### config.mk
export PLATFORM = sky130hd
export DESIGN_NAME = fnd_scan_controller
export DESIGN_NICKNAME = d
export VERILOG_FILES = /design/src/rtl/fnd_pkg.sv /design/src/rtl/fnd_slot_timer.sv /design/src/rtl/fnd_scan_controller.sv
export SDC_FILE = /design/constraint.sdc
export NUM_CORES = 1
export LEC_CHECK = 0
export CORE_ASPECT_RATIO = 0.7
export CORE_MARGIN = 2
export CORE_UTILIZATION = 47
export DETAILED_ROUTE_END_ITERATION = 8
export GPL_ROUTABILITY_DRIVEN = 0
export PLACE_DENSITY = 0.72
export SLEW_MARGIN = 20
export SYNTH_ARGS = -nofsm -noshare
export SYNTH_HDL_FRONTEND = slang
export SYNTH_SLANG_ARGS = --single-unit
### constraint.sdc
create_clock -name i_clk -period 2.1 [get_ports i_clk]
set_input_delay 0.42 -clock i_clk [delete_from_list [all_inputs] [get_ports i_clk]]
set_output_delay 0.42 -clock i_clk [all_outputs]
set_load 0.02 [all_outputs]
### src/rtl/fnd_pkg.sv
// Shared types and helpers for the 4-digit FND scan path.
// The nibble extractor is also used by the downstream decoders.
package fnd_pkg;

  typedef enum logic [1:0] {
    IDLE  = 2'd0,
    BLANK = 2'd1,
    SHOW  = 2'd2
  } state_e;

  localparam int NUM_DIGITS = 4;
  localparam int DIGIT_W    = 2;
  localparam int NIBBLE_W   = 4;
  localparam int VALUE_W    = NUM_DIGITS * NIBBLE_W;

  function automatic logic [NIBBLE_W-1:0] get_nibble(input logic [VALUE_W-1:0] word,
                                                     input logic [DIGIT_W-1:0]  idx);
    return word[{idx, 2'b00} +: NIBBLE_W];
  endfunction

endpackage

### src/rtl/fnd_slot_timer.sv
// Free-running slot counter 0..DIV-1 with slot_end on the last cycle of a slot
// and blank_end on the last blanking cycle. Synchronous clear holds it at 0.
module fnd_slot_timer #(
  parameter int unsigned DIV          = 10,
  parameter int unsigned BLANK_CYCLES = 2
) (
  input  logic i_clk,
  input  logic i_reset_n,
  input  logic i_clear,
  output logic o_slot_end,
  output logic o_blank_end
);

  localparam int unsigned CNT_W = (DIV > 1) ? $clog2(DIV) : 1;
  localparam logic [CNT_W-1:0] CNT_LAST   = CNT_W'(DIV - 1);
  localparam logic [CNT_W-1:0] BLANK_LAST = CNT_W'(BLANK_CYCLES - 1);

  logic [CNT_W-1:0] cnt_q, cnt_d;

  // Wrap on an explicit compare so non-power-of-two DIV never runs past DIV-1.
  always_comb begin
    cnt_d = cnt_q + CNT_W'(1);
    if (i_clear || (cnt_q == CNT_LAST)) cnt_d = '0;
  end

  // NOTE: clocked state uses non-blocking assignments so every flop samples
  // pre-edge values regardless of statement order.
  always_ff @(posedge i_clk or negedge i_reset_n) begin
    if (!i_reset_n) cnt_q <= '0;
    else            cnt_q <= cnt_d;
  end

  assign o_slot_end  = (cnt_q == CNT_LAST);
  assign o_blank_end = (cnt_q == BLANK_LAST);

endmodule

### src/rtl/fnd_scan_controller.sv
// Time-multiplexed 4-digit FND scan driver: frame snapshot, per-slot blanking
// gap, leading-zero suppression and fully registered decoder-facing outputs.
module fnd_scan_controller
  import fnd_pkg::*;
#(
  parameter int unsigned CLK_HZ       = 100_000_000,
  parameter int unsigned SCAN_HZ      = 1_000,
  parameter int unsigned BLANK_CYCLES = 16
) (
  input  logic                  i_clk,
  input  logic                  i_reset_n,
  input  logic                  i_en,
  input  logic [VALUE_W-1:0]    i_value,
  input  logic [NUM_DIGITS-1:0] i_dp,
  input  logic                  i_lz_blank,
  output logic [DIGIT_W-1:0]    o_digitSelect,
  output logic [NIBBLE_W-1:0]   o_value,
  output logic                  o_dp,
  output logic                  o_en,
  output logic                  o_frame
);

  localparam int unsigned DIV = CLK_HZ / SCAN_HZ;

  state_e                state_q, state_d;
  logic [DIGIT_W-1:0]    digit_q, digit_d;
  logic [VALUE_W-1:0]    snap_value_q, snap_value_d;
  logic [NUM_DIGITS-1:0] snap_dp_q, snap_dp_d;
  logic                  snap_lz_q, snap_lz_d;
  logic [DIGIT_W-1:0]    sel_q, sel_d;
  logic [NIBBLE_W-1:0]   value_q, value_d;
  logic                  dp_q, dp_d;
  logic                  en_q, en_d;
  logic                  frame_q, frame_d;

  logic slot_end, blank_end, timer_clear, lit_now;

  // A digit is dark only when it and every more-significant nibble are zero.
  function automatic logic digit_lit(input logic [VALUE_W-1:0]    v,
                                     input logic [NUM_DIGITS-1:0] dp,
                                     input logic                  lz,
                                     input logic [DIGIT_W-1:0]    k);
    logic [VALUE_W-1:0] upper;
    upper = v >> {k, 2'b00};
    return (k == '0) || !lz || dp[k] || (upper != '0);
  endfunction

  assign timer_clear = !i_en || (state_q == IDLE);
  assign lit_now     = digit_lit(snap_value_q, snap_dp_q, snap_lz_q, digit_q);

  fnd_slot_timer #(
    .DIV          (DIV),
    .BLANK_CYCLES (BLANK_CYCLES)
  ) u_slot_timer (
    .i_clk       (i_clk),
    .i_reset_n   (i_reset_n),
    .i_clear     (timer_clear),
    .o_slot_end  (slot_end),
    .o_blank_end (blank_end)
  );

  always_comb begin
    // NOTE: every _d takes a default first, so no path through the case
    // leaves a signal unassigned and infers a latch.
    state_d      = state_q;
    digit_d      = digit_q;
    snap_value_d = snap_value_q;
    snap_dp_d    = snap_dp_q;
    snap_lz_d    = snap_lz_q;
    en_d         = 1'b0;
    frame_d      = 1'b0;

    if (!i_en) begin
      state_d = IDLE;
      digit_d = '0;
    end else begin
      case (state_q)
        IDLE: begin
          snap_value_d = i_value;
          snap_dp_d    = i_dp;
          snap_lz_d    = i_lz_blank;
          frame_d      = 1'b1;
          digit_d      = '0;
          state_d      = BLANK;
        end
        BLANK: begin
          if (blank_end) begin
            state_d = SHOW;
            en_d    = lit_now;
          end
        end
        SHOW: begin
          if (slot_end) begin
            state_d = BLANK;
            digit_d = digit_q + DIGIT_W'(1);
            if (digit_q == DIGIT_W'(NUM_DIGITS - 1)) begin
              snap_value_d = i_value;
              snap_dp_d    = i_dp;
              snap_lz_d    = i_lz_blank;
              frame_d      = 1'b1;
            end
          end else begin
            en_d = lit_now;
          end
        end
        default: state_d = IDLE;
      endcase
    end

    // digit_d and the snapshot only move on slot boundaries, so these do too.
    if (state_d == IDLE) begin
      sel_d   = '0;
      value_d = '0;
      dp_d    = 1'b0;
    end else begin
      sel_d   = digit_d;
      value_d = get_nibble(snap_value_d, digit_d);
      dp_d    = snap_dp_d[digit_d];
    end
  end

  always_ff @(posedge i_clk or negedge i_reset_n) begin
    if (!i_reset_n) begin
      state_q      <= IDLE;
      digit_q      <= '0;
      snap_value_q <= '0;
      snap_dp_q    <= '0;
      snap_lz_q    <= 1'b0;
      sel_q        <= '0;
      value_q      <= '0;
      dp_q         <= 1'b0;
      en_q         <= 1'b0;
      frame_q      <= 1'b0;
    end else begin
      state_q      <= state_d;
      digit_q      <= digit_d;
      snap_value_q <= snap_value_d;
      snap_dp_q    <= snap_dp_d;
      snap_lz_q    <= snap_lz_d;
      sel_q        <= sel_d;
      value_q      <= value_d;
      dp_q         <= dp_d;
      en_q         <= en_d;
      frame_q      <= frame_d;
    end
  end

  assign o_digitSelect = sel_q;
  assign o_value       = value_q;
  assign o_dp          = dp_q;
  assign o_en          = en_q;
  assign o_frame       = frame_q;

endmodule

==> results of run 1 <==
[critical path: cells and delay by family, from the launching register on]
kind / cells / cell delay [ps]
simple gates: 3 / 800
flops: 1 / 420
buf+inv: 2 / 290
compound gates: 3 / 520
[what timing repair did]
action | in CTS | in global routing
endpoints found under the setup margin | 27 | 10
buffers inserted | 8 | 6
cloned | 1 | 2
pin swaps | 10 | 24
gates resized for setup | 25 | 36
[logic make-up (layout without fill, tap and decap cells)]
group | count (synthesis) | in the layout | synth area share, %
flops | 51 | 51 | 46.1
mux | 11 | 11 | 4.02
xor+xnor | 12 | 12 | 3.79
compound gates | 86 | 87 | 21.8
fa+ha+maj | 7 | 7 | 3.16
buf+inv | 46 | 138 | 7.86
simple gates | 73 | 73 | 13.3
[final cells by class]
type	instances	share of cell area (%)
multi-input combinational	190	38.8
inverter	30	2.79
timing repair buffer	100	22.1
sequential	51	31.6
tap	75	2.33
clock inverter	3	0.589
clock buffer	5	1.71
[power groups by stage]
stage          Sequential (mW)  Clock (mW)  Combinational [mW]
5_1_grt                   1.20       0.650               0.754
3_3_place_gp              1.20           0               0.501
2_1_floorplan             1.18           0               0.279
4_1_cts                   1.18       0.616               0.595
3_5_place_dp              1.20           0               0.516
6_report                  1.19       0.604               0.705
[routing by layer]
metal / wire, um / global-route usage, % / up-vias
li1: - / - / 1213
met1: 3820 / 38.8 / 1309
met2: 3900 / 38.0 / 130
met3: 711 / 6.17 / 13
met4: 120 / 6.43 / 0
met5: 0 / 0 / -
[final timing paths]
kind	depth (start not counted)	end	slack, ps	from
min in group i_clk	1	snap_lz_q$_DFFE_PN0P_	590	snap_lz_q$_DFFE_PN0P_
worst max register to register	8	o_value[0]$_DFF_PN0_	-20	u_slot_timer.cnt_q[14]$_DFF_PN0_
worst min-delay path	1	u_slot_timer.cnt_q[15]$_DFF_PN0_	10	i_reset_n
worst max-delay path	8	o_value[0]$_DFF_PN0_	-20	u_slot_timer.cnt_q[14]$_DFF_PN0_
max in group asynchronous	2	snap_dp_q[1]$_DFF_PN0_	1500	i_reset_n
worst min register to register	1	snap_lz_q$_DFFE_PN0P_	590	snap_lz_q$_DFFE_PN0P_
[sequential cells by signal, summed over array words and instances (netlist names)]
register	count
o_dp	1
o_value	4
o_digitSelect	2
snap_dp_q	4
snap_value_q	16
o_frame	1
digit_q	2
state_q	2
snap_lz_q	1
o_en	1
u_slot_timer.cnt_q	17
[metrics by stage]
stage | utilization (%) | std cells | power (mW) | instance area, um2
floorplan | - | 286 | 1.46 | 2770
finish | 70.8 | 454 | 2.50 | 4030
global route | 70.8 | 454 | 2.61 | 4030
CTS | 66.7 | 446 | 2.39 | 3800
global placement | 61.5 | 430 | 1.70 | 3500
detailed placement | 61.5 | 430 | 1.72 | 3500
[placed cells by master, fill, tap and decap left out, types with 4 or more instances in the layout]
cell / synthesis / layout
sky130_fd_sc_hd__buf_4: 1 / 57
sky130_fd_sc_hd__dfrtp_1: 51 / 51
sky130_fd_sc_hd__clkdlybuf4s50_1: 0 / 31
sky130_fd_sc_hd__inv_1: 30 / 29
sky130_fd_sc_hd__a21oi_1: 24 / 23
sky130_fd_sc_hd__nor2_1: 23 / 23
sky130_fd_sc_hd__a211oi_1: 38 / 19
sky130_fd_sc_hd__a211oi_2: 0 / 17
sky130_fd_sc_hd__nand2_1: 12 / 10
sky130_fd_sc_hd__mux2i_1: 10 / 10
sky130_fd_sc_hd__xnor2_1: 9 / 9
sky130_fd_sc_hd__buf_6: 5 / 8
sky130_fd_sc_hd__nand3_1: 7 / 6
sky130_fd_sc_hd__and3_1: 7 / 5
sky130_fd_sc_hd__clkbuf_8: 0 / 5
sky130_fd_sc_hd__o21ai_0: 4 / 4
sky130_fd_sc_hd__nor4_1: 5 / 4
sky130_fd_sc_hd__ha_1: 7 / 4
==> impl_summary.txt, run 1 <==
----------------------------------------------------
[Finish]
  Fill cell count ... 412
  Combined area of the multi-input logic cells ... 1570 um2
  Antenna diode instance count ... 0
  Area added between synthesis and finish ... 45.6%
  Share of layout cells above drive strength 1 ... 34.3%
  Area of all sequential standard cells ... 1280 um2
  NumNets Final ... 409

[Synthesis]
  Top post-synthesis cells by area ... sky130_fd_sc_hd__dfrtp_1, sky130_fd_sc_hd__a211oi_1, sky130_fd_sc_hd__a21oi_1
  Number of warnings reported in the yosys synthesis log ... 0
  Number of nets in the synthesized netlist ... 317
  Number of enable-type register cells in the synthesized netlist ... 0
  Synth top cells by count ... sky130_fd_sc_hd__dfrtp_1, sky130_fd_sc_hd__a211oi_1, sky130_fd_sc_hd__inv_1
  Cell taking the most area after synthesis ... sky130_fd_sc_hd__dfrtp_1
  Most used standard cell by instance count after synthesis ... sky130_fd_sc_hd__dfrtp_1
  Instance count of the mapped netlist ... 286
  Post-synth top flop ... sky130_fd_sc_hd__dfrtp_1
  Synthesized cell area ... 2770 um2
  Share of the synthesized area in the top cell type ... 46.1%
  Flip-flop and latch count after synthesis ... 51
  Fraction of synthesis flops using an asynchronous set or reset pin ... 100%
  Post-synth cell types ... 45
  Average cell area after synthesis ... 9.69 um2
  Portion of the post-synthesis area used by sequential elements ... 46.1%

[Timing]
  Skew final ... 13.7 ps
  Worst hold margin ... 14.5 ps
  RSZ-0062 raised after global routing ... true
  Final worst setup slack ... -20.1 ps
  Final Hold Fails ... 0
  Summed negative setup slack over all endpoints ... -20.6 ps
  Total setup violations reported at the end of the flow ... 2
  Transition time at the pin with the least slew margin ... 414 ps
  Count of pins over their slew limit ... 0
  Part of the cycle the worst path needs ... 101%
  Time the worst path needs with I/O delays and setup ... 2120 ps
  Highest attainable clock frequency ... 472 MHz
  Max-slew headroom ... 72.2%

[GRT]
  GR Util All Layers ... 26.0%
  First-pass GRT wire length ... 12.7 mm
  Number of antenna violations at the first check in global routing ... 0
  Via count of the first global-routing pass ... 2496
  Largest net degree at the start of global routing ... 26
  Global route overflow ... 0

[CTS]
  Clock tree from TritonCTS ... yes
  Number of clock sinks seen by CTS ... 51
  Total number of H-tree levels ... 2
  Clock latency on the worst-skew pair ... 320 ps
  Number of CTS-inserted buffers ... 5
  Maximum count of clock buffers along a single path ... 2
  # hold bufs at CTS ... 0
  Clk pin slew, worst setup/hold paths ... 100 ps
  Clk Tree Root Cell ... sky130_fd_sc_hd__clkbuf_8

[Power]
  Total leakage power ... 1.86 nW
  Largest voltage drop on the vdd net ... 0.000345 V
  Switching share of power ... 33.3%
  Pint ... 1.67 mW
  Sequential share of power ... 47.7%
  Switch Pwr ... 0.833 mW
  Pwr/cell area ... 620 nW/um2
  Clock share of power ... 24.1%
  Proportion of power drawn by combinational gates ... 28.2%

[Critical path]
  Slowest CP cell ... sky130_fd_sc_hd__dfrtp_1
  WP data arrival ... 2360 ps
  Capturing element type of the critical path ... register
  Startpoint type of the worst setup path ... register
  Series of cell instances along the critical path ... nor4_4, and3_4, buf_6, nand4_1, a31oi_2, o21ai_1, buf_4, o22ai_2
  Biggest cell delay along the critical path ... 420 ps
  Critical Path Fanout Max ... 7
  Required time of the worst setup path ... 2340 ps
  Worst Setup Path Type ... register to register

[Run]
  Number of max-capacitance violations reported ... 0

[Detailed routing]
  Via-per-instance ratio ... 5.87
  DRT Pass-1 Iters ... 4
  Total detailed-routing wirelength ... 8.56 mm
  Number of antenna-violating nets in the routed design ... 0
  First-iteration detailed-routing DRC count ... 266
  Via Count ... 2665
  Wire length per cell after detailed routing ... 18.9 um
  DRC violations left ... 0

[Die]
  Placeable core region ... 5700 um2
  Initial core utilization ... 48.6%
  Height of the chip ... 68.2 um
  Die Outline Area ... 6530 um2
  Horizontal die dimension ... 95.8 um
  Cell row count ... 23
  Top-level port count ... 33

[Min path]
  Worst min-delay path class ... input port to async pin

[Placement]
  Pre-CTS setup slack ... -657 ps
  HPWL after detailed placement ... 5.36 mm
  Number of port buffers ... 32

[Status]
  Failing checks ... setup timing
  Result of the run ... finished with violations

----------------------------------------------------
(Power assumes the default switching activity.)
==> run 2: changes to the inputs <==
--- a/config.mk
+++ b/config.mk
@@ -10,6 +10,7 @@
 export CORE_UTILIZATION = 47
 export DETAILED_ROUTE_END_ITERATION = 8
 export GPL_ROUTABILITY_DRIVEN = 0
+export HOLD_SLACK_MARGIN = 0.12
 export PLACE_DENSITY = 0.72
 export SLEW_MARGIN = 20
 export SYNTH_ARGS = -nofsm -noshare
==> impl_summary.txt, run 2 (synthesized netlist as in run 1, its figures left out) <==
----------------------------------------------------
[Critical path]
  Slowest CP cell ... sky130_fd_sc_hd__dfrtp_1
  Startpoint type of the worst setup path ... register
  Worst Setup Path Type ... register to register
  Crit path buffers/inverters ... 2 (unchanged)
  Critical Path Fanout Max ... 7 (unchanged)
  Series of cell instances along the critical path ... nor4_4, and3_4, buf_6, nand4_1, a31oi_2, o21ai_1, buf_4, o22ai_2
  Required time of the worst setup path ... 2340 ps (about the same)
  Top cell family by delay on the critical path ... simple AND/OR/NAND/NOR gates
  Capturing element type of the critical path ... register
  Biggest cell delay along the critical path ... 420 ps (about the same)
  WP data arrival ... 2360 ps (about the same)

[CTS]
  Clk Tree Root Cell ... sky130_fd_sc_hd__clkbuf_8
  Maximum count of clock buffers along a single path ... 2 (unchanged)
  Total number of H-tree levels ... 2 (unchanged)
  Clock latency on the worst-skew pair ... 320 ps (about the same)
  Number of CTS-inserted buffers ... 5 (unchanged)
  Number of clock sinks seen by CTS ... 51 (unchanged)
  Clock tree from TritonCTS ... yes
  Clk pin slew, worst setup/hold paths ... 100 ps (about the same)

[Placement]
  HPWL after detailed placement ... 5.36 mm (unchanged)
  Number of placed instances, taps included ... 430 (unchanged)
  Number of port buffers ... 32 (unchanged)
  Pre-CTS setup slack ... -657 ps (unchanged)
  Standard cell area after detailed placement ... 3500 um2 (unchanged)

[Status]
  Failing checks ... setup timing
  Result of the run ... finished with violations

[Power]
  Pint ... 1.67 mW (about the same)
  Pwr/cell area ... 619 nW/um2 (-0.17%)
  Switching share of power ... 33.3% (about the same)
  Switch Pwr ... 0.834 mW (about the same)
  Total leakage power ... 1.87 nW (+0.22%)
  Clock share of power ... 24.1% (about the same)
  Sequential share of power ... 47.7% (about the same)
  Largest voltage drop on the vdd net ... 0.000345 V (+0.16%)
  Overall Power ... 2.50 mW (about the same)
  Proportion of power drawn by combinational gates ... 28.3% (about the same)

[Finish]
  Area added between synthesis and finish ... 46.0%
  Most frequent cells in the layout ... sky130_fd_sc_hd__buf_4, sky130_fd_sc_hd__dfrtp_1, sky130_fd_sc_hd__clkdlybuf4s50_1
  Register with the highest flop count ... u_slot_timer.cnt_q
  Final instance count without filler cells ... 455 (+0.22%)
  Cell area after layout ... 4040 um2 (+0.25%)
  Biggest regs ... u_slot_timer.cnt_q x17, snap_value_q x16
  Number of flip-flops under the largest register name ... 17 (unchanged)
  Most common cell after layout, fill and taps aside ... sky130_fd_sc_hd__buf_4
  NumNets Final ... 410 (+0.24%)
  Antenna diode instance count ... 0 (unchanged)
  Share of layout cells above drive strength 1 ... 34.2% (-0.090 points)
  Utilization after layout ... 71.0% (+0.18 points)

[GRT]
  Largest net degree at the start of global routing ... 26 (unchanged)
  First-pass GRT wire length ... 12.7 mm (+0.11%)
  Via count of the first global-routing pass ... 2513 (+0.68%)
  GR Util All Layers ... 26.0% (unchanged)
  Number of antenna violations at the first check in global routing ... 0 (unchanged)
  Global route overflow ... 0 (unchanged)

[Die]
  Top-level port count ... 33 (unchanged)
  Die Outline Area ... 6530 um2 (unchanged)
  Cell row count ... 23 (unchanged)
  Height of the chip ... 68.2 um (unchanged)
  Placeable core region ... 5700 um2 (unchanged)
  Horizontal die dimension ... 95.8 um (unchanged)
  Initial core utilization ... 48.6% (unchanged)

[Timing]
  Worst hold margin ... 551 ps (+536 ps)
  Final Hold Fails ... 0 (unchanged)
  Time the worst path needs with I/O delays and setup ... 2110 ps (-5.46 ps)
  Highest attainable clock frequency ... 473 MHz (+0.26%)
  Summed negative setup slack over all endpoints ... -17.5 ps (+3.11 ps)
  Part of the cycle the worst path needs ... 101% (-0.26 points)
  Count of pins over their slew limit ... 0 (unchanged)
  Skew final ... 11.4 ps (-2.32 ps)
  Max-slew headroom ... 72.2% (about the same)
  Final worst setup slack ... -14.6 ps (+5.46 ps)
  Total setup violations reported at the end of the flow ... 2 (unchanged)
  RSZ-0062 raised after global routing ... true
  Transition time at the pin with the least slew margin ... 413 ps (-0.935 ps)

[Detailed routing]
  Wire length per cell after detailed routing ... 18.9 um (+0.20%)
  Via Count ... 2692 (+1.0%)
  Total detailed-routing wirelength ... 8.59 mm (+0.42%)
  DRC violations left ... 0 (unchanged)
  First-iteration detailed-routing DRC count ... 245 (-7.9%)
  Number of antenna-violating nets in the routed design ... 0 (unchanged)
  Via-per-instance ratio ... 5.92 (+0.79%)
  DRT Pass-1 Iters ... 4 (unchanged)

[Min path]
  Worst min-delay path class ... input port to async pin

[Run]
  Number of max-capacitance violations reported ... 0 (unchanged)

----------------------------------------------------
## run 2: cell type report
type	instances	area, um2
Tap cell	75	93.8
Multi-Input combinational cell	190	1570
Timing Repair Buffer	101	903
Inverter	30	113
Fill cell	413	1650
Sequential cell	51	1280
Clock inverter	3	23.8
Clock buffer	5	68.8
## run 2: routing by layer
metal  up-vias  GRT usage (%)  wire, um
met2       126           38.5      3920
met5         -              0         0
met3        15           6.17       658
li1       1213              -         -
met1      1338           38.4      3880
met4         0           6.43       136
## run 2: worst paths after layout
check                      slack [ps]                        startpoint                                to  depth (start not counted)
setup / recovery                  -10  u_slot_timer.cnt_q[14]$_DFF_PN0_              o_value[0]$_DFF_PN0_                          8
hold / removal                    550                         i_reset_n  u_slot_timer.cnt_q[15]$_DFF_PN0_                          2
setup reg to reg                  -10  u_slot_timer.cnt_q[14]$_DFF_PN0_              o_value[0]$_DFF_PN0_                          8
hold reg to reg                   600             snap_lz_q$_DFFE_PN0P_             snap_lz_q$_DFFE_PN0P_                          1
max in group asynchronous         960                         i_reset_n              digit_q[0]$_DFF_PN0_                          3
min in group i_clk                600             snap_lz_q$_DFFE_PN0P_             snap_lz_q$_DFFE_PN0P_                          1
## run 2: repair_timing
item                       4_1_cts  5_1_grt
resized for setup               25       36
buffers inserted                 8        6
hold endpoints to repair        15        0
pin swaps                       10       24
hold buffers                     1        0
cloned                           1        2
setup endpoints to repair       27       10
## run 2: power by group through the flow
stage          registers (mW)  logic (mW)  clock network (mW)
6_report                 1.19       0.707               0.602
5_1_grt                  1.20       0.755               0.650
4_1_cts                  1.18       0.596               0.616
3_5_place_dp             1.20       0.516                   0
3_3_place_gp             1.20       0.501                   0
2_1_floorplan            1.18       0.279                   0
==> run 3: changes to the inputs <==
--- a/config.mk
+++ b/config.mk
@@ -8,6 +8,7 @@
 export CORE_ASPECT_RATIO = 0.7
 export CORE_MARGIN = 2
 export CORE_UTILIZATION = 47
+export CTS_CLUSTER_SIZE = 24
 export DETAILED_ROUTE_END_ITERATION = 8
 export GPL_ROUTABILITY_DRIVEN = 0
 export HOLD_SLACK_MARGIN = 0.12
==> results of run 3 <==
No change in the layout: final DEF, timing and power equal those of run 2.
==> variant 1: new RTL, settings of run 2 <==
Put one more register stage on the output `o_digitSelect`, with the module's reset. The value now appears one clock later. The other outputs are not delayed to match.
--- a/src/rtl/fnd_scan_controller.sv
+++ b/src/rtl/fnd_scan_controller.sv
@@ -145,7 +145,13 @@
     end
   end
 
-  assign o_digitSelect = sel_q;
+  always_ff @(posedge i_clk or negedge i_reset_n) begin
+    if (!i_reset_n) begin
+      o_digitSelect <= '0;
+    end else begin
+      o_digitSelect <= sel_q;
+    end
+  end
   assign o_value       = value_q;
   assign o_dp          = dp_q;
   assign o_en          = en_q;
Formal check against the unedited RTL: no difference found for any inputs over 10 cycles, from zero or initial values and one cycle with i_reset_n low; that may be too few to reach the edited logic, so the function may still have changed.
==> variant 1 against run 2 <==
  * The flow still finishes with violations (negative setup slack)
  * Clock power increased by 15%
  * Cell area shrank 20%
  * Area after synthesis down 9.3%
  * Power is 9.7% lower
  * Wire length fell by 32%
  * Sequential cell count grew 2
  * Synthesized cell count shrank 24%
  * Utilization shrank 9.0 points
  * Worst setup slack worse by 0.0061 ns
  * Critical path type unchanged
  * Largest cell class is now flip-flops and latches
==> variant 1: results (changes against run 2) <==
[outcome]
outcome=finished with violations
violations=negative setup slack

[power]
peakVddDrop_mv=0.403  ; +17%
p_sw_frac=0.261  ; -0.0720
p_leak_nw=1.48  ; -21%
seqPwrFrac=0.516  ; +0.039
powerClk_uw=693  ; +15%

[grt]
grt_first_pass_wirelength_um=9670  ; -24%
grt_start_max_net_pins=37  ; +42%
grtUsageMet2=0.301  ; -0.0831
grt_use_total=0.215  ; -0.0450
busiest_layer=met1
grtUsageMet3=0.0459  ; -0.0158
grt_use_met1=0.332  ; -0.0523

[logic_synthesis]
synth.avg_cell_area_um2=11.5  ; +19%
synth_fp_nets=249  ; -21%
synth_area_leaders=dfrtp_1 (53%), a22o_1 (7.0%), mux2i_1 (4.0%)
synthTopCellsByCount=dfrtp_1 (53), nor2_1 (25), a22o_1 (20), nand3_1 (12)
ys_seq_area_frac=0.528  ; +0.0672
synthFlopType=dfrtp_1

[finish]
drive_above_1_share=0.165  ; -0.177
fin_nets=303  ; -26%
nFillCells=418  ; +1.2%
diodes=0  ; unchanged

[sta]
fin_ws_ns=-0.0207  ; -0.00609 ns
setup_viol=5  ; +3
fin_skew_ns=0.00999  ; -0.00143 ns
fmax_ghz=0.472  ; -0.29%
tns_ns=-0.0479  ; -0.0304 ns

[placed_design]
dpl.cell_count=334  ; -22%
dp_hpwl_um=4160  ; -22%
place_ws_ns=-0.00524  ; +0.652 ns

[route]
wl_met3_um=321  ; -51%
drt_wl_total_um=5850  ; -32%
drt-initial-drc-count=167  ; -32%
vias=1905  ; -29%

[clock_tree]
insertion_delay_ns=0.30  ; -0.02 ns
cts_resized=0  ; -100%
cts_setup_buffers=0  ; -8
root_buffer=clkbuf_8

[setup_path]
worst_ep_arrival_time_ns=2.30  ; -0.06 ns

[min_path]
hold_path_class=reg -> reg

==> variant 1: path summary, 6_finish.rpt <==
kind | slack (ns) | cells past startpoint | to | start
worst max register to register | -0.02 | 7 | o_dp | u_slot_timer.cnt_q[9]
worst min-delay path | 0.35 | 0 | o_digitSelect[0] | sel_q[0]
worst max-delay path | -0.02 | 7 | o_dp | u_slot_timer.cnt_q[9]
max in group asynchronous | 0.98 | 3 | o_en | i_reset_n
worst min register to register | 0.35 | 0 | o_digitSelect[0] | sel_q[0]
min in group asynchronous | 0.59 | 2 | u_slot_timer.cnt_q[13] | i_reset_n
==> variant 1: final cells by class <==
class                      instances  share of cell area
sequential                        53               0.411
multi-input combinational        145               0.346
timing repair buffer              57               0.168
tap                               72              0.0280
clock buffer                       6              0.0225
clock inverter                     2              0.0120
inverter                          10              0.0116
==> variant 1: kinds of logic after synthesis <==
family	count (synthesis)	synth area share
AOI/OAI and AO/OA	43	0.155
xor gates and xnor gates	15	0.0523
adders and majority gates	7	0.0349
buffers and inverters	20	0.0378
DFF	53	0.528
muxes	11	0.0443
and+or+nand+nor	69	0.148
==> variant 1: per-stage QoR <==
| stage | util | power [mW] | cell area (µm²) |
|---|---|---|---|
| 6_report | 0.620 | 2.26 | 3220 |
| 5_1_grt | 0.620 | 2.38 | 3220 |
| 4_1_cts | 0.612 | 2.26 | 3180 |
| 3_5_place_dp | 0.589 | 1.57 | 3060 |
| 3_3_place_gp | 0.589 | 1.56 | 3060 |
| 2_1_floorplan | - | 1.38 | 2510 |
==> variant 1: worst max-delay path: stages, from the launching register on <==
cell and delay (ns):
dfrtp_1 0.39, buf_4 0.15, nor4_1 0.35, nand2_1 0.14, o211ai_1 0.32, a221oi_4 0.15
o21ai_2 0.34, o22ai_1 0.15
==> variant 2: new RTL, settings of run 2 <==
Without the edit above. Change the parameter `CLK_HZ` from 100_000_000 to 400_000_000.
--- a/src/rtl/fnd_scan_controller.sv
+++ b/src/rtl/fnd_scan_controller.sv
@@ -3,7 +3,7 @@
 module fnd_scan_controller
   import fnd_pkg::*;
 #(
-  parameter int unsigned CLK_HZ       = 100_000_000,
+  parameter int unsigned CLK_HZ       = 400_000_000,
   parameter int unsigned SCAN_HZ      = 1_000,
   parameter int unsigned BLANK_CYCLES = 16
 ) (
Check against the original RTL: same outputs for any inputs over 10 cycles, from zero or initial values and one cycle with i_reset_n low; that may be too few to reach the edited logic, so the function may still have changed.
==> variant 2 against run 2 <==
  * The flow still finishes with violations (negative setup slack)
  * Worst setup slack worse by 0.15 ns
  * Sequential cell count rose by 2
  * Area after synthesis fell by 5.6%
  * Count of clock-buffer cells in the layout up 1
  * First-iteration DRC count down 32%
  * Via count down 18%
  * Cell area decreased by 9.6%
  * Non-clock buffer count decreased by 9
  * Wire length fell by 25%
  * Global-route usage fell by 2.6 points
  * Power shrank 7.0%
  * Critical path depth is 1 lower
  * Critical path type unchanged
==> variant 2: results (changes against run 2) <==
[outcome]
outcome=finished with violations
violations=negative setup slack

[finish]
nFillCells=387  ; -6.3%
fin_nets=358  ; -13%
largestRegisters=u_slot_timer.cnt_q: 19 flops, snap_value_q: 16 flops
diodes=0  ; unchanged
drive_above_1_share=0.271  ; -0.0708

[route]
drt-initial-drc-count=166  ; -32%
first_pass_iters=4  ; unchanged
post_drt_via_cell_ratio=5.51  ; -6.9%
wl_per_cell_um=16.2  ; -14%

[logic_synthesis]
ys_warn_count=0  ; unchanged
synth-compound-area-share=0.156  ; -0.0622
synthTopCellsByCount=dfrtp_1 (53), nor2_1 (25), a22o_1 (19), inv_1 (11)
synth_area_leaders=dfrtp_1 (51%), a22o_1 (6.4%), nor2_1 (3.6%)
synthMuxAreaShare=0.0411  ; +0.000950
ys_seq_area_frac=0.507  ; +0.0465
async_reset_ff_frac=1.00  ; unchanged
synthXorXnorAreaFrac=0.0569  ; +0.0190
synth_fp_nets=269  ; -15%
synthAdderAreaFrac=0.0335  ; +0.00188
synth_cell_types=47  ; +4.4%

[clock_tree]
clk_pin_slew_ns=0.10  ; about the same
htreeDepth=2  ; unchanged
cts_made_buffers=5  ; unchanged
insertion_delay_ns=0.31
cts_buffer_depth=2  ; unchanged
root_buffer=clkbuf_8

[sta]
tns_ns=-0.705  ; -0.687 ns
fin_skew_ns=0.00769  ; -0.00373 ns
worst_slew_pin_slew_ns=0.594  ; +0.181 ns
slew_viol_final=0  ; unchanged
fin_ws_ns=-0.164  ; -0.149 ns
setup_viol=5  ; +3

[grt]
grt_pass1_vias=2179  ; -13%
grt_first_pass_wirelength_um=11000  ; -13%
antenna_found_initial=0  ; unchanged
grt_use_total=0.234  ; -0.0261
grt_start_max_net_pins=37  ; +42%

[setup_path]
cp_max_fo=6  ; -1
reg2regPathDepth=7  ; -1
r2r_end=o_value[3]
worst_ep_arrival_time_ns=2.46  ; +0.10 ns
r2r_start=u_slot_timer.cnt_q[7]

[min_path]
holdCritStartpoint=u_slot_timer.cnt_q[0]
worst_hold_path.num_cells=2
hold_path_class=reg -> reg
whs_endpoint=u_slot_timer.cnt_q[0]

[power]
peakVddDrop_mv=0.329  ; -4.7%
p_leak_nw=1.71  ; -8.4%

[placed_design]
dp_hpwl_um=4850  ; -9.5%
numPortBuffers=32  ; unchanged
place_area_um2=3430  ; -2.1%

-- variant 2: how the worst max path moves through the flow --
stage | slack, ns | startpoint | cells after the start | to
finish | -0.16 | u_slot_timer.cnt_q[7] | 7 | o_value[3]
global route | -0.21 | u_slot_timer.cnt_q[7] | 7 | o_dp
CTS | -0.17 | u_slot_timer.cnt_q[16] | 7 | o_value[3]
detailed placement | -0.38 | i_en | 7 | o_value[3]
global placement | -0.31 | i_en | 8 | o_value[0]
floorplan | -0.11 | u_slot_timer.cnt_q[0] | 10 | o_value[2]
-- variant 2: area by class of cell --
type | instances | area [µm²] | area share
sequential | 53 | 1330 | 0.363
clock buffer | 6 | 72.6 | 0.0198
timing repair buffer | 92 | 837 | 0.229
clock inverter | 2 | 38.8 | 0.0106
tap | 72 | 90.1 | 0.0246
multi-input combinational | 164 | 1250 | 0.342
inverter | 11 | 41.3 | 0.0113
-- variant 2: cell families after synthesis --
kind of cell,count (synthesis)
compound gates,48
xor+xnor,17
fa+ha+maj,7
buf+inv,21
flops,53
mux,10
simple gates,82
-- variant 2: stage by stage --
| step | cells | hold slack [ns] | setup WS (ns) | total power [mW] | util |
|---|---|---|---|---|---|
| 2_1_floorplan | 238 | 0.124 | -0.106 | 1.40 | - |
| 3_3_place_gp | 385 | 0.387 | -0.311 | 1.61 | 0.646 |
| 3_5_place_dp | 385 | 0.395 | -0.381 | 1.63 | 0.646 |
| 4_1_cts | 398 | 0.542 | -0.165 | 2.33 | 0.681 |
| 5_1_grt | 400 | 0.571 | -0.207 | 2.43 | 0.688 |
| 6_report | 400 | 0.537 | -0.164 | 2.33 | 0.688 |
-- variant 2: layer usage --
metal,routed length (µm),vias up,track usage,part of all wire
li1,-,1048,-,-
met1,3240,1083,0.372,0.50
met2,2780,66,0.332,0.43
met3,393,7,0.0353,0.061
met4,71,0,0.0570,0.011
met5,0,-,0,0
-- variant 2: timing repair --
item / 4_1_cts / 5_1_grt
buffers inserted: 4 / 2
endpoints found under the hold margin: 17 / 0
endpoints found under the setup margin: 6 / 7
gates resized for setup: 7 / 6
gates cloned: 0 / 0
pin swaps: 6 / 8
hold buffers: 1 / 0
-- variant 2: critical path, cell delays in order (launching register included) --
cell       delay (ns)
dfrtp_1          0.41
nor4_4           0.33
and3_4           0.30
nand2_4          0.07
a311oi_4         0.40
buf_6            0.19
mux2_4           0.31
o2bb2ai_1        0.13
-- variant 2: where the power goes --
group | leakage, nW | switching (mW) | internal [mW]
clock | 0.0554 | 0.335 | 0.358
combinational | 0.954 | 0.217 | 0.246
sequential | 0.699 | 0.0589 | 1.11
